**src/rtl/ps2_host_tx.sv**
```systemverilog
// Host-to-device PS/2 transmitter.
// Sends one command byte to the device over the shared open-drain psClk/psData
// pins. Pins are modelled as sense inputs plus pull-low enables; the top level
// builds the actual tri-states.
//
// Handshake: tx_start is a single-cycle request that is accepted only when the
// FSM is in IDLE (tx_busy=0 and no done/error pulse in that cycle). tx_data is
// sampled in the accepting cycle. Every request that is accepted ends with
// exactly one single-cycle tx_done or tx_error pulse. tx_busy is low in the
// cycle that carries that pulse. A request that arrives in any other cycle is
// dropped and is not queued.
module ps2_host_tx #(
  parameter int INHIBIT_CYCLES = 5000,
  parameter int TIMEOUT_CYCLES = 100000,
  parameter int CNT_W          = 17
) (
  input  logic       Clk,
  input  logic       reset,
  input  logic [7:0] tx_data,
  input  logic       tx_start,
  output logic       tx_busy,
  output logic       tx_done,
  output logic       tx_error,
  input  logic       psClk_in,
  input  logic       psData_in,
  output logic       psClk_oe,
  output logic       psData_oe,
  output logic [2:0] state_dbg
);

  typedef enum logic [2:0] {
    S_IDLE    = 3'd0,
    S_INHIBIT = 3'd1,
    S_REQ     = 3'd2,
    S_SEND    = 3'd3,
    S_ACK     = 3'd4,
    S_RELEASE = 3'd5,
    S_DONE    = 3'd6,
    S_ERROR   = 3'd7
  } state_t;

  // Last count value of each timed phase. The counter restarts at 0 on entry
  // to a phase, so "cnt == X_LAST" marks the final cycle of that phase.
  localparam logic [CNT_W-1:0] INH_LAST = CNT_W'(INHIBIT_CYCLES - 1);
  localparam logic [CNT_W-1:0] TMO_LAST = CNT_W'(TIMEOUT_CYCLES - 1);

  state_t           state;
  state_t           state_next;
  logic [CNT_W-1:0] cnt;
  logic [CNT_W-1:0] cnt_next;
  logic [3:0]       bit_idx;
  logic [3:0]       bit_next;
  logic             load;
  logic [7:0]       data_q;
  logic             par_q;

  logic [1:0]       clk_sync;
  logic [1:0]       data_sync;
  logic             clk_prev;
  logic             clk_s;
  logic             data_s;
  logic             fall;

  logic             clk_oe_d;
  logic             data_oe_d;
  logic             busy_d;
  logic             done_d;
  logic             err_d;
  logic             frame_oe;

  assign state_dbg = state;

  // Two-flop synchronizers on both pins, plus a registered copy of the synced
  // clock for falling-edge detection. They reset to 1, the idle bus level.
  always_ff @(posedge Clk or posedge reset) begin
    if (reset) begin
      clk_sync  <= 2'b11;
      data_sync <= 2'b11;
      clk_prev  <= 1'b1;
    end else begin
      clk_sync  <= {clk_sync[0], psClk_in};
      data_sync <= {data_sync[0], psData_in};
      clk_prev  <= clk_sync[1];
    end
  end

  assign clk_s  = clk_sync[1];
  assign data_s = data_sync[1];
  assign fall   = clk_prev & ~clk_s;

  // State register, together with the shared cycle counter, the bit index,
  // and the byte and odd parity captured when a request is accepted.
  always_ff @(posedge Clk or posedge reset) begin
    if (reset) begin
      state   <= S_IDLE;
      cnt     <= '0;
      bit_idx <= '0;
      data_q  <= '0;
      par_q   <= 1'b0;
    end else begin
      state   <= state_next;
      cnt     <= cnt_next;
      bit_idx <= bit_next;
      if (load) begin
        data_q <= tx_data;
        par_q  <= ~^tx_data;
      end
    end
  end

  // Next-state logic. A qualifying event (fall, ACK fall, or bus release)
  // always takes priority over the timeout in the same cycle.
  always_comb begin
    state_next = state;
    cnt_next   = cnt + CNT_W'(1);
    bit_next   = bit_idx;
    load       = 1'b0;
    case (state)
      S_IDLE: begin
        cnt_next = '0;
        if (tx_start) begin
          state_next = S_INHIBIT;
          load       = 1'b1;
        end
      end
      S_INHIBIT: begin
        if (cnt == INH_LAST) begin
          state_next = S_REQ;
          cnt_next   = '0;
        end
      end
      S_REQ: begin
        state_next = S_SEND;
        cnt_next   = '0;
        bit_next   = 4'd0;
      end
      S_SEND: begin
        if (fall) begin
          cnt_next = '0;
          bit_next = bit_idx + 4'd1;
          if (bit_idx == 4'd9) begin
            state_next = S_ACK;
          end
        end else if (cnt == TMO_LAST) begin
          state_next = S_ERROR;
        end
      end
      S_ACK: begin
        if (fall) begin
          cnt_next   = '0;
          state_next = data_s ? S_ERROR : S_RELEASE;
        end else if (cnt == TMO_LAST) begin
          state_next = S_ERROR;
        end
      end
      S_RELEASE: begin
        if (clk_s && data_s) begin
          state_next = S_DONE;
          cnt_next   = '0;
        end else if (cnt == TMO_LAST) begin
          state_next = S_ERROR;
        end
      end
      S_DONE: begin
        state_next = S_IDLE;
        cnt_next   = '0;
      end
      S_ERROR: begin
        state_next = S_IDLE;
        cnt_next   = '0;
      end
      default: begin
        state_next = S_IDLE;
        cnt_next   = '0;
      end
    endcase
  end

  // Output logic. Next values are computed from the state being entered so
  // that every pin enable and status flag comes straight from a flop.
  always_comb begin
    if (bit_idx < 4'd8) begin
      frame_oe = ~data_q[bit_idx[2:0]];
    end else if (bit_idx == 4'd8) begin
      frame_oe = ~par_q;
    end else begin
      frame_oe = 1'b0;
    end

    clk_oe_d  = (state_next == S_INHIBIT) || (state_next == S_REQ);
    busy_d    = !((state_next == S_IDLE) || (state_next == S_DONE) ||
                  (state_next == S_ERROR));
    done_d    = (state_next == S_DONE);
    err_d     = (state_next == S_ERROR);

    data_oe_d = psData_oe;
    if ((state == S_SEND) && fall) begin
      data_oe_d = frame_oe;
    end
    case (state_next)
      S_IDLE, S_DONE, S_ERROR: data_oe_d = 1'b0;
      // The start bit goes onto the bus in the last inhibit cycle.
      S_INHIBIT:               data_oe_d = (cnt_next == INH_LAST);
      S_REQ:                   data_oe_d = 1'b1;
      default:                 data_oe_d = data_oe_d;
    endcase
  end

  // Output registers. Reset releases both lines at once.
  always_ff @(posedge Clk or posedge reset) begin
    if (reset) begin
      psClk_oe  <= 1'b0;
      psData_oe <= 1'b0;
      tx_busy   <= 1'b0;
      tx_done   <= 1'b0;
      tx_error  <= 1'b0;
    end else begin
      psClk_oe  <= clk_oe_d;
      psData_oe <= data_oe_d;
      tx_busy   <= busy_d;
      tx_done   <= done_d;
      tx_error  <= err_d;
    end
  end

endmodule

```
**config.mk**
```make
export PLATFORM = sky130hd
export DESIGN_NAME = ps2_host_tx
export DESIGN_NICKNAME = d
export VERILOG_FILES = /design/src/rtl/ps2_host_tx.sv
export SDC_FILE = /design/constraint.sdc
export NUM_CORES = 1
export LEC_CHECK = 0
export BUFFER_PORTS_ARGS = -buffer_cell sky130_fd_sc_hd__buf_4
export CAP_MARGIN = 20
export CORE_MARGIN = 1
export CORE_UTILIZATION = 25
export CTS_CLUSTER_DIAMETER = 100
export DETAILED_ROUTE_END_ITERATION = 8
export GPL_ROUTABILITY_DRIVEN = 0
export HOLD_SLACK_MARGIN = 0.02
export PLACE_DENSITY_LB_ADDON = 0.15
export SETUP_SLACK_MARGIN = 0.3
export SLEW_MARGIN = 40
export SYNTH_ARGS = -nofsm -noshare
export SYNTH_HDL_FRONTEND = slang
export SYNTH_SLANG_ARGS = --single-unit
```
**constraint.sdc**
```tcl
create_clock -name Clk -period 5.15 [get_ports Clk]
set_input_delay 0.515 -clock Clk [delete_from_list [all_inputs] [get_ports Clk]]
set_output_delay 0.515 -clock Clk [all_outputs]
set_load 0.01 [all_outputs]
```
After elaboration in Yosys (flattened, before gate mapping)
Index checks and enable logic that the tools add are counted.

storage, ports and cells
  ROM bits = 0
  memories = 0
  input bits = 13
  output and inout bits = 8
  flip-flop bits (word level) = 43
  bits in latches = 0
  memory bits (writable) = 0

operators by class
  shift operators = 0
  divide/modulo/power cells = 0
  reductions and logical operators = 16
  mux-type cells = 23
  add/sub/neg operators = 2
  equality and inequality tests = 17
  bitwise gates (word level) = 4
  magnitude comparators = 2
  multipliers = 0

operators by type and width
  kind                     count
  $pmux W17 S4             1
  $mux W17                 3
  $eq A17 B13 Y1 const B   2
  $mux W3                  7
  $pmux W3 S7              1
  $eq A3 B3 Y1 const B     6
  $add A17 B1 Y17 const B  1
  $eq A17 B17 Y1 const B   1
  $eq A3 B2 Y1 const B     3
  $eq A4 B4 Y1 const B     2
  $pmux W4 S2              1
  $reduce_xnor A8 Y1       1
  $eq A3 B1 Y1 const B     2
  $logic_not A3 Y1         2
  $mux W1                  6
  $add A4 B1 Y4 const B    1
  $lt A3 B4 Y1 const B     1
  $lt A4 B4 Y1 const B     1
  $mux W4                  1
  $reduce_bool A4 Y1       1
  $reduce_or A2 Y1         2
  $reduce_or A4 Y1         1
  $bmux W1 S3              1
  $logic_or A1 B1 Y1       3
  10 further kinds         13

Longest topological paths before layout
Gate-level depths: netlist of the first run.

  depth after elaboration = 8
  gate-level depth with buffers = 8
  gate-level depth less buffers = 8

Worst setup path before layout of the first run
No wires, ideal clock.

  path type = reg2reg
  start = register cnt[0]
  end = register psData_oe
  path buffers = 0
  stages on the path, launching flop included = 8
  arrival time = 2,232 ps
  clock period less this slack = 2,324 ps
  setup slack = 2,826 ps
  library setup time = 92 ps
  cells stage by stage = dfrtp_1 ha_1 nand4_1 nor4_2 and3_1 o22ai_1 or4_1 o31ai_2

between the ends
  cells in the longest elaborated chain, start to end = 7
  elaborated cells between the ends (all ways) = 22
  classes of those cells = add/sub: 1; eq/ne: 7; mux: 11; reduce/logical: 3

RTL lines
  element                                                                  RTL line  source
  from (decl)                                                              49        logic [CNT_W-1:0] cnt;
  from (signal assigned)                                                   102       cnt <= cnt_next;
  parallel branches: the longest is 7 deep, another holds $add A17 B1 Y17  --
  to (signal assigned)                                                     219       psData_oe <= data_oe_d;
  to (decl)                                                                27        output logic psData_oe,

Several ways; the timed one is not identified.
A chain may end at the register's enable or synchronous reset.

Worst setup path in the final report of the first run
  start = register state[0], in the netlist state_dbg[0]
  end = register psData_oe

between the ends
  cells in the longest elaborated chain, start to end = 6
  elaborated cells between the ends (all ways) = 30
  classes of those cells = eq/ne: 12; mux: 10; reduce/logical: 8

RTL lines
  element                                                    RTL line  source
  from (decl)                                                47        state_t state;
  from (signal assigned)                                     101       state <= state_next;
  $eq A3 B3 Y1 (tied with other cells)                       118       case (state)
  $reduce_or A2 Y1 (no source line) (tied with other cells)  --
  $pmux W3 S7                                                118
  $eq A3 B3 Y1 or $logic_not A3 Y1 (tied branches)           200       case (state_next)
  $reduce_or A3 Y1                                           200
  $pmux W1 S3 or $reduce_bool A4 Y1 (tied branches)          --

Several ways; a longest one is shown, not always the timed one.

==> impl_metrics.env, run 1 <==
export IMPL_maxCapViolCount=0
export IMPL_drv_slew=0
export IMPL_coreArea_mm2=0.00937
export IMPL_max_stage_delay_ns=0.75
export IMPL_synth_seq_cells=43
export IMPL_tightest_slew_ns=0.683
export IMPL_hold_path_class="primary input to async pin"
export IMPL_viasPerCell=4.52
export IMPL_r2r_slack_ns=2.16
export IMPL_num_antenna_cells=0
export IMPL_synthToLayoutAreaGrowth_pct=13.6
export IMPL_die_y_um=101
export IMPL_hpwlAfterDp_um=3780
export IMPL_clkLatencyLatePin_ns=0.30
export IMPL_ys_top_cells_by_area="dfrtp_1 39%, xnor2_1 6.1%, dfstp_2 5.3%, mux2_2 4.6%, nor2_1 4.0%"
export IMPL_grt_max_degree=44
export IMPL_peakVddDrop_uv=83.6
export IMPL_firstDrtPassIters=4
export IMPL_first_global_vias=1827
export IMPL_cts_root_buf="clkbuf_8"
export IMPL_timing_fmax_mhz=334
export IMPL_grt_pass1_wl_um=9050
export IMPL_cts_tree="yes"
export IMPL_power_density_mw_per_mm2=214
export IMPL_synth_edf_count=0
export IMPL_drc=0
export IMPL_io_pins=21
export IMPL_synth_top_area_frac=0.387
export IMPL_synth_area_mm2=0.00246
export IMPL_dieArea_mm2=0.0102
export IMPL_final_hold_viol_count=0
export IMPL_setup_violations_final=0
export IMPL_finalCriticalPeriod_ns=2.99
export IMPL_critical_path_top_delay_family="simple AND/OR/NAND/NOR gates"
export IMPL_cts_sinks=43
export IMPL_synth_top_cells_by_count="38 x dfrtp_1, 26 x nor2_1, 17 x xnor2_1"
export IMPL_path_max_fanout=20
export IMPL_cts_setup_buffers=0
export IMPL_design_area_mm2=0.00279
export IMPL_relSlewSlack=0.543
export IMPL_avgSynthCellArea_um2=10.3
export IMPL_outcome="completed"
export IMPL_reg2reg_depth=6
export IMPL_final_core_util=0.298
export IMPL_drive_gt1_frac=0.206
export IMPL_cts_resized=0
export IMPL_path_depth=6
export IMPL_finalHoldWorstSlack_ns=0.277
export IMPL_antenna_left=0
export IMPL_num_nets_final=269
export IMPL_ys_seq_area_frac=0.440
export IMPL_cts_buffers=5
export IMPL_fillCellCount=1020
export IMPL_r2r_end="psData_oe$_DFFE_PP0P_"
export IMPL_crit_slowest_cell="dfrtp_1"
export IMPL_gr_total_overflow=0
export IMPL_critPathKind="register to register"
export IMPL_post_synth_top_count_cell="dfrtp_1"
export IMPL_start_kind="register"
export IMPL_required_ns=5.33
export IMPL_start_util=0.262
export IMPL_antenna_found_initial=0
export IMPL_endpoint_kind="register"
export IMPL_p_total_mw=0.598
export IMPL_htreeDepth=2
export IMPL_cts_clk_slew_worst_paths_ns=0.08
export IMPL_synth_warnings=0
export IMPL_synthFlopType="dfrtp_1"
export IMPL_leakage_nw=1.18
export IMPL_crit_chain="or4b_1 -> or4_4 -> o2111ai_1 -> and3_1 -> or4b_1 -> o31ai_2"
export IMPL_rsz0062_at_grt="no"
export IMPL_die_w_um=101
export IMPL_drt_initial_drc_count=62
export IMPL_crit_path_frequent_cell="or4b_1"
export IMPL_hold_buffers=0
export IMPL_critPathBufInv=0
export IMPL_wl_um=5290
export IMPL_r2r_start="state_dbg[0]$_DFF_PP0_"
export IMPL_synth_top_cell_by_area="dfrtp_1"
export IMPL_finalCritPeriodShare=0.581
export IMPL_synth_cell_types=57
export IMPL_port_buffers=20
export IMPL_num_rows=35
export IMPL_async_reset_ff_frac=1.00
export IMPL_track_usage=0.116
export IMPL_skew_ns=0.00703
export IMPL_syn_inst=238
export IMPL_tns_ns=0
export IMPL_cts_buffer_depth=2
export IMPL_wl_per_cell_um=13.9
export IMPL_syn_num_nets=255
export IMPL_vias=1726
export IMPL_place_area_mm2=0.00271
export IMPL_worstPathArrival_ns=3.18
==> worst max-delay path by stage <==
stage | start | endpoint | slack [ns]
finish | state_dbg[0]$_DFF_PP0_ | psData_oe$_DFFE_PP0P_ | 2.16
global route | state_dbg[0]$_DFF_PP0_ | psData_oe$_DFFE_PP0P_ | 1.93
CTS | state_dbg[0]$_DFF_PP0_ | psData_oe$_DFFE_PP0P_ | 2.11
detailed placement | state_dbg[0]$_DFF_PP0_ | psData_oe$_DFFE_PP0P_ | 2.11
global placement | state_dbg[0]$_DFF_PP0_ | psData_oe$_DFFE_PP0P_ | 2.20
floorplan | cnt[0]$_DFF_PP0_ | psData_oe$_DFFE_PP0P_ | 2.83
==> layout by cell type, fill, tap and decap left out, types with 2 or more instances in the layout <==
cell        n
nand2b_1    6
nand3_1     7
nand2_1    13
a21oi_1     4
a21o_1      3
nor2_1     26
a31oi_1     2
dfrtp_1    38
nor2b_1     6
buf_4      20
mux2_2     10
or4_1       2
o2111ai_1   2
dfstp_2     5
xor2_1      7
nor3_1      5
a22o_1      3
ha_1        4
clkbuf_8    5
and4b_1     2
o21a_1      2
mux4_2      2
and2_1      3
inv_1       7
nand4_1     5
o22ai_1     2
or4b_1      5
xnor2_1    17
o21ai_0     7
and3_1      5
clkbuf_1    2
==> registers in the layout, summed over array words and instances (netlist names), 2 cells and up <==
register   cells
data_sync      2
clk_sync       2
data_q         8
cnt           17
state_dbg      3
bit_idx        4
==> metal layers <==
metal	vias up	global-route usage	wire, um
met4	0	0.0401	75
met1	827	0.149	2640
li1	875	-	-
met3	7	0.0228	121
met5	-	0	0
met2	17	0.195	2460
==> stage by stage <==
stage,setup slack [ns],instances
global placement,2.20,374
finish,2.16,382
detailed placement,2.11,374
floorplan,2.83,238
global route,1.93,382
CTS,2.11,382
==> logic make-up (layout without fill, tap and decap cells) <==
logic type / Yosys count / in the layout / share of synthesized area
adder cells (fa/ha/maj): 4 / 4 / 0.0204
multiplexers: 13 / 13 / 0.0682
AO/OA/AOI/OAI: 34 / 34 / 0.102
AND/OR/NAND/NOR: 99 / 99 / 0.243
flip-flops: 43 / 43 / 0.440
buffers and inverters: 21 / 36 / 0.0402
XOR/XNOR: 24 / 24 / 0.0855
==> final cells by class <==
type,count,area (um2),area share
multi-input cells,174,1280,0.460
flip-flops and latches,43,1080,0.388
well taps,129,161,0.0578
repair buffers,20,150,0.0538
clock buffers,7,76.3,0.0273
inverters,8,32.5,0.0116
clock inverters,1,5.00,0.00179
==> worst register-to-register path, delay by kind of cell, from the launching register on <==
family / cells / cell delay (ns)
AOI/OAI and AO/OA: 2 / 0.27
and+or+nand+nor: 4 / 1.87
DFF: 1 / 0.75
==> power by group <==
group          total (mW)  internal [mW]  switching [mW]
Combinational      0.0349         0.0181          0.0168
Sequential          0.350          0.346         0.00409
Clock               0.213         0.0954           0.118
Total               0.598          0.459           0.138
(Power assumes the default switching activity.)
==> run 2, diff against run 1 <==
==> constraint.sdc (replaced) <==
create_clock -name Clk -period 2.6 [get_ports Clk]
set_input_delay 0.26 -clock Clk [delete_from_list [all_inputs] [get_ports Clk]]
set_output_delay 0.26 -clock Clk [all_outputs]
set_load 0.01 [all_outputs]
==> impl_metrics.env, run 2 (synthesis gave the netlist of run 1 again) <==
export IMPL_relSlewSlack=0.607
export IMPL_regMostFlops="cnt"
export IMPL_viasPerCell=4.45
export IMPL_grt_max_degree=44
export IMPL_wl_per_cell_um=13.7
export IMPL_num_rows=35
export IMPL_drc=0
export IMPL_p_total_mw=1.19
export IMPL_first_global_vias=1851
export IMPL_setup_slack_ns=0.319
export IMPL_start_util=0.262
export IMPL_skew_ns=0.00537
export IMPL_drt_initial_drc_count=91
export IMPL_path_max_fanout=6
export IMPL_dpl_worst_slack_ns=0.173
export IMPL_cts_buffer_depth=2
export IMPL_antenna_found_initial=0
export IMPL_endpoint_kind="register"
export IMPL_worstPathArrival_ns=2.46
export IMPL_r2r_end="psData_oe$_DFFE_PP0P_"
export IMPL_critPathBufInv=0
export IMPL_dieArea_mm2=0.0102
export IMPL_rsz0062_at_grt="yes"
export IMPL_peakVddDrop_uv=147
export IMPL_cts_tree="yes"
export IMPL_drive_gt1_frac=0.391
export IMPL_crit_slowest_cell="or4b_4"
export IMPL_final_core_util=0.337
export IMPL_crit_chain="or4b_4 -> or4_4 -> a2bb2oi_1 -> a21o_1 -> a31oi_1 -> o31ai_2"
export IMPL_hold_path_class="primary input to async pin"
export IMPL_die_y_um=101
export IMPL_start_kind="register"
export IMPL_cts_buffers=5
export IMPL_firstDrtPassIters=4
export IMPL_grt_pass1_wl_um=9290
export IMPL_cts_sinks=43
export IMPL_timing_fmax_mhz=438
export IMPL_finalCriticalPeriod_ns=2.28
export IMPL_synthToLayoutAreaGrowth_pct=28.4
export IMPL_critPathKind="register to register"
export IMPL_largest_reg_flops=17
export IMPL_r2r_slack_ns=0.32
export IMPL_setup_violations_final=0
export IMPL_top_regs="cnt (17), data_q (8), bit_idx (4)"
export IMPL_reg2reg_depth=6
export IMPL_vias=1824
export IMPL_port_buffers=20
export IMPL_gr_total_overflow=0
export IMPL_track_usage=0.117
export IMPL_num_nets_final=297
export IMPL_antenna_left=0
export IMPL_die_w_um=101
export IMPL_hold_buffers=0
export IMPL_power_density_mw_per_mm2=376
export IMPL_cts_clk_slew_worst_paths_ns=0.08
export IMPL_finalHoldWorstSlack_ns=0.0200
export IMPL_coreArea_mm2=0.00937
export IMPL_hpwlAfterDp_um=3880
export IMPL_clkLatencyLatePin_ns=0.30
export IMPL_required_ns=2.78
export IMPL_leakage_nw=1.37
export IMPL_final_common_cell="buf_4"
export IMPL_wl_um=5600
export IMPL_critical_path_top_delay_family="simple AND/OR/NAND/NOR gates"
export IMPL_io_pins=21
export IMPL_tightest_slew_ns=0.588
export IMPL_num_antenna_cells=0
export IMPL_final_cell_mix="44 x buf_4, 33 x dfrtp_1, 18 x nor2_1, 17 x xnor2_1, 12 x nand2_1"
export IMPL_cts_root_buf="clkbuf_8"
export IMPL_r2r_start="cnt[15]$_DFF_PP0_"
export IMPL_maxCapViolCount=0
export IMPL_htreeDepth=2
export IMPL_tns_ns=0
export IMPL_drv_slew=0
export IMPL_final_hold_viol_count=0
export IMPL_finalCritPeriodShare=0.877
export IMPL_outcome="completed"
export IMPL_max_stage_delay_ns=0.54
-- run 2: layout make-up --
type	instances	area, um2
multi-input cells	174	1410
clock inverters	2	12.5
well taps	129	161
inverters	8	32.5
fillers	1016	6220
clock buffers	6	72.6
flip-flops and latches	43	1090
repair buffers	48	375
-- run 2: routing by layer --
| metal | GRT usage | vias to the layer above | part of all wire |
|---|---|---|---|
| met2 | 0.186 | 20 | 0.46 |
| met1 | 0.159 | 866 | 0.51 |
| met5 | 0 | - | 0 |
| met4 | 0.0401 | 0 | 0.013 |
| met3 | 0.0235 | 6 | 0.026 |
| li1 | - | 932 | - |
-- run 2: worst max-delay path by stage --
stage	from	end	cells past startpoint	slack, ns
2_1_floorplan	cnt[0]$_DFF_PP0_	psData_oe$_DFFE_PP0P_	7	0.30
3_3_place_gp	cnt[0]$_DFF_PP0_	psData_oe$_DFFE_PP0P_	7	0.19
3_5_place_dp	cnt[0]$_DFF_PP0_	psData_oe$_DFFE_PP0P_	7	0.17
4_1_cts	cnt[6]$_DFF_PP0_	psData_oe$_DFFE_PP0P_	6	0.29
5_1_grt	cnt[15]$_DFF_PP0_	cnt[3]$_DFF_PP0_	6	0.26
6_report	cnt[15]$_DFF_PP0_	psData_oe$_DFFE_PP0P_	6	0.32
-- run 2: stage by stage --
step                      instance area, um2  cells
after floorplan                         2470    238
after global placement                  2800    386
after detailed placement                2800    386
after CTS                               2940    398
after global routing                    3160    410
final                                   3160    410
-- run 2: timing repair --
| action | in CTS | in global routing |
|---|---|---|
| buffers inserted | 4 | 11 |
| endpoints found under the setup margin | 17 | 19 |
| cloned | 0 | 1 |
| gates resized for setup | 6 | 38 |
| pin swaps | 2 | 17 |
-- run 2: power breakdown --
part / switching (mW) / internal [mW]
clock: 0.236 / 0.188
combinational: 0.0335 / 0.0357
sequential: 0.00779 / 0.685
==> run 3, diff against run 2 <==
--- a/config.mk
+++ b/config.mk
@@ -9,6 +9,7 @@
 export CAP_MARGIN = 20
 export CORE_MARGIN = 1
 export CORE_UTILIZATION = 25
+export CTS_BUF_LIST = sky130_fd_sc_hd__clkbuf_8
 export CTS_CLUSTER_DIAMETER = 100
 export DETAILED_ROUTE_END_ITERATION = 8
 export GPL_ROUTABILITY_DRIVEN = 0
==> impl_metrics.env, run 3 (synthesis gave the netlist of run 1 again) <==
export IMPL_outcome="completed"
export IMPL_max_stage_delay_ns=0.54
export IMPL_met3_usage=0.0235
export IMPL_hpwlAfterDp_um=3880
export IMPL_htreeDepth=2
export IMPL_firstDrtPassIters=4
export IMPL_vias=1824
export IMPL_hold_path_class="primary input to async pin"
export IMPL_finalCritPeriodShare=0.877
export IMPL_relSlewSlack=0.607
export IMPL_timing_fmax_mhz=438
export IMPL_crit_slowest_cell="or4b_4"
export IMPL_cts_sinks=43
export IMPL_track_usage=0.117
export IMPL_cts_root_buf="clkbuf_8"
export IMPL_final_hold_viol_count=0
export IMPL_required_ns=2.78
export IMPL_drv_slew=0
export IMPL_num_antenna_cells=0
export IMPL_setup_worst_path_start="cnt[15]$_DFF_PP0_"
export IMPL_finalCriticalPeriod_ns=2.28
export IMPL_place_area_mm2=0.00280
export IMPL_coreArea_mm2=0.00937
export IMPL_critPathBufInv=0
export IMPL_path_max_fanout=6
export IMPL_cts_clk_slew_worst_paths_ns=0.08
export IMPL_top_regs="cnt (17), data_q (8), bit_idx (4)"
export IMPL_num_rows=35
export IMPL_r2r_end="psData_oe$_DFFE_PP0P_"
export IMPL_design_area_mm2=0.00316
export IMPL_worstPathArrival_ns=2.46
export IMPL_first_global_vias=1851
export IMPL_tightest_slew_ns=0.588
export IMPL_critPathKind="register to register"
export IMPL_r2r_slack_ns=0.32
export IMPL_finalHoldWorstSlack_ns=0.0200
export IMPL_peakVddDrop_uv=147
export IMPL_crit_chain="or4b_4 -> or4_4 -> a2bb2oi_1 -> a21o_1 -> a31oi_1 -> o31ai_2"
export IMPL_multi_input_area_mm2=0.00141
export IMPL_wl_per_cell_um=13.7
export IMPL_largest_reg_flops=17
export IMPL_busiest_layer="met2"
export IMPL_antenna_found_initial=0
export IMPL_num_nets_final=297
export IMPL_antenna_left=0
export IMPL_final_cell_mix="44 x buf_4, 33 x dfrtp_1, 18 x nor2_1, 17 x xnor2_1, 12 x nand2_1"
export IMPL_start_kind="register"
export IMPL_grt_max_degree=44
export IMPL_die_y_um=101
export IMPL_final_cells=410
export IMPL_dieArea_mm2=0.0102
export IMPL_io_pins=21
export IMPL_clkLatencyLatePin_ns=0.30
export IMPL_rsz0062_at_grt="yes"
export IMPL_path_depth=6
export IMPL_cts_tree="yes"
export IMPL_skew_ns=0.00537
export IMPL_drt_initial_drc_count=91
export IMPL_hold_buffers=0
export IMPL_grt_pass1_wl_um=9290
export IMPL_maxCapViolCount=0
export IMPL_wl_um=5600
export IMPL_r2r_start="cnt[15]$_DFF_PP0_"
export IMPL_regMostFlops="cnt"
export IMPL_tns_ns=0
export IMPL_use_met1=0.159
export IMPL_grtUsageMet2=0.186
export IMPL_cts_buffer_depth=2
export IMPL_synthToLayoutAreaGrowth_pct=28.4
export IMPL_drive_gt1_frac=0.391
export IMPL_gr_total_overflow=0
export IMPL_power_density_mw_per_mm2=375
export IMPL_cts_buffers=5
export IMPL_critical_path_top_delay_family="simple AND/OR/NAND/NOR gates"
export IMPL_leakage_nw=1.38
export IMPL_setup_violations_final=0
export IMPL_start_util=0.262
export IMPL_final_core_util=0.337
export IMPL_fillCellCount=1016
export IMPL_reg2reg_depth=6
export IMPL_drc=0
export IMPL_dpl_cell_count=386
export IMPL_seq_area_mm2=0.00109
export IMPL_endpoint_kind="register"
export IMPL_final_common_cell="buf_4"
export IMPL_viasPerCell=4.45
export IMPL_die_w_um=101
export IMPL_port_buffers=20
==> run 3: cell count changes in the layout (fill, tap and decap cells not counted), sizes merged <==
cell / before / now
inv: 8 / 9
clkbuf: 6 / 5
==> run 3: report_power, final <==
group          switching, mW  leakage, nW  internal [mW]
combinational         0.0335        0.798         0.0357
clock                  0.236       0.0453          0.184
sequential           0.00779        0.535          0.685
==> run 3: area by class of cell <==
class / instances / area share
Tap cell: 129 / 0.0511
Multi-Input combinational cell: 174 / 0.448
Timing Repair Buffer: 48 / 0.119
Clock inverter: 3 / 0.00515
Clock buffer: 5 / 0.0218
Inverter: 8 / 0.0103
Sequential cell: 43 / 0.345
==> run 3: worst register-to-register path, stage by stage, from the launching register on <==
cell and delay [ns]:
dfrtp_1 0.40, or4b_4 0.54, or4_4 0.54, a2bb2oi_1 0.19
a21o_1 0.19, a31oi_1 0.21, o31ai_2 0.09
==> run 3: worst max-delay path by stage <==
stage,end
final,psData_oe$_DFFE_PP0P_
after global routing,cnt[3]$_DFF_PP0_
after CTS,psData_oe$_DFFE_PP0P_
after detailed placement,psData_oe$_DFFE_PP0P_
after global placement,psData_oe$_DFFE_PP0P_
after floorplan,psData_oe$_DFFE_PP0P_
==> run 3: per-stage QoR <==
step                      power (mW)  setup slack, ns
after floorplan                0.748            0.301
after global placement         0.777            0.190
after detailed placement       0.779            0.173
after CTS                       1.21            0.287
after global routing            1.24            0.260
final                           1.18            0.319
==> run 3: timing repair <==
item / CTS / global route
setup endpoints to repair: 17 / 19
buffers inserted: 4 / 11
hold endpoints to repair: 0 / 0
gates resized for setup: 6 / 38
pin swaps: 2 / 17
cloned: 0 / 1
==> run 3: layer usage <==
metal	wire, um	vias to the layer above	part of all wire
li1	-	932	-
met1	2830	866	0.51
met2	2550	20	0.46
met3	143	6	0.026
met4	75	0	0.013
met5	0	-	0
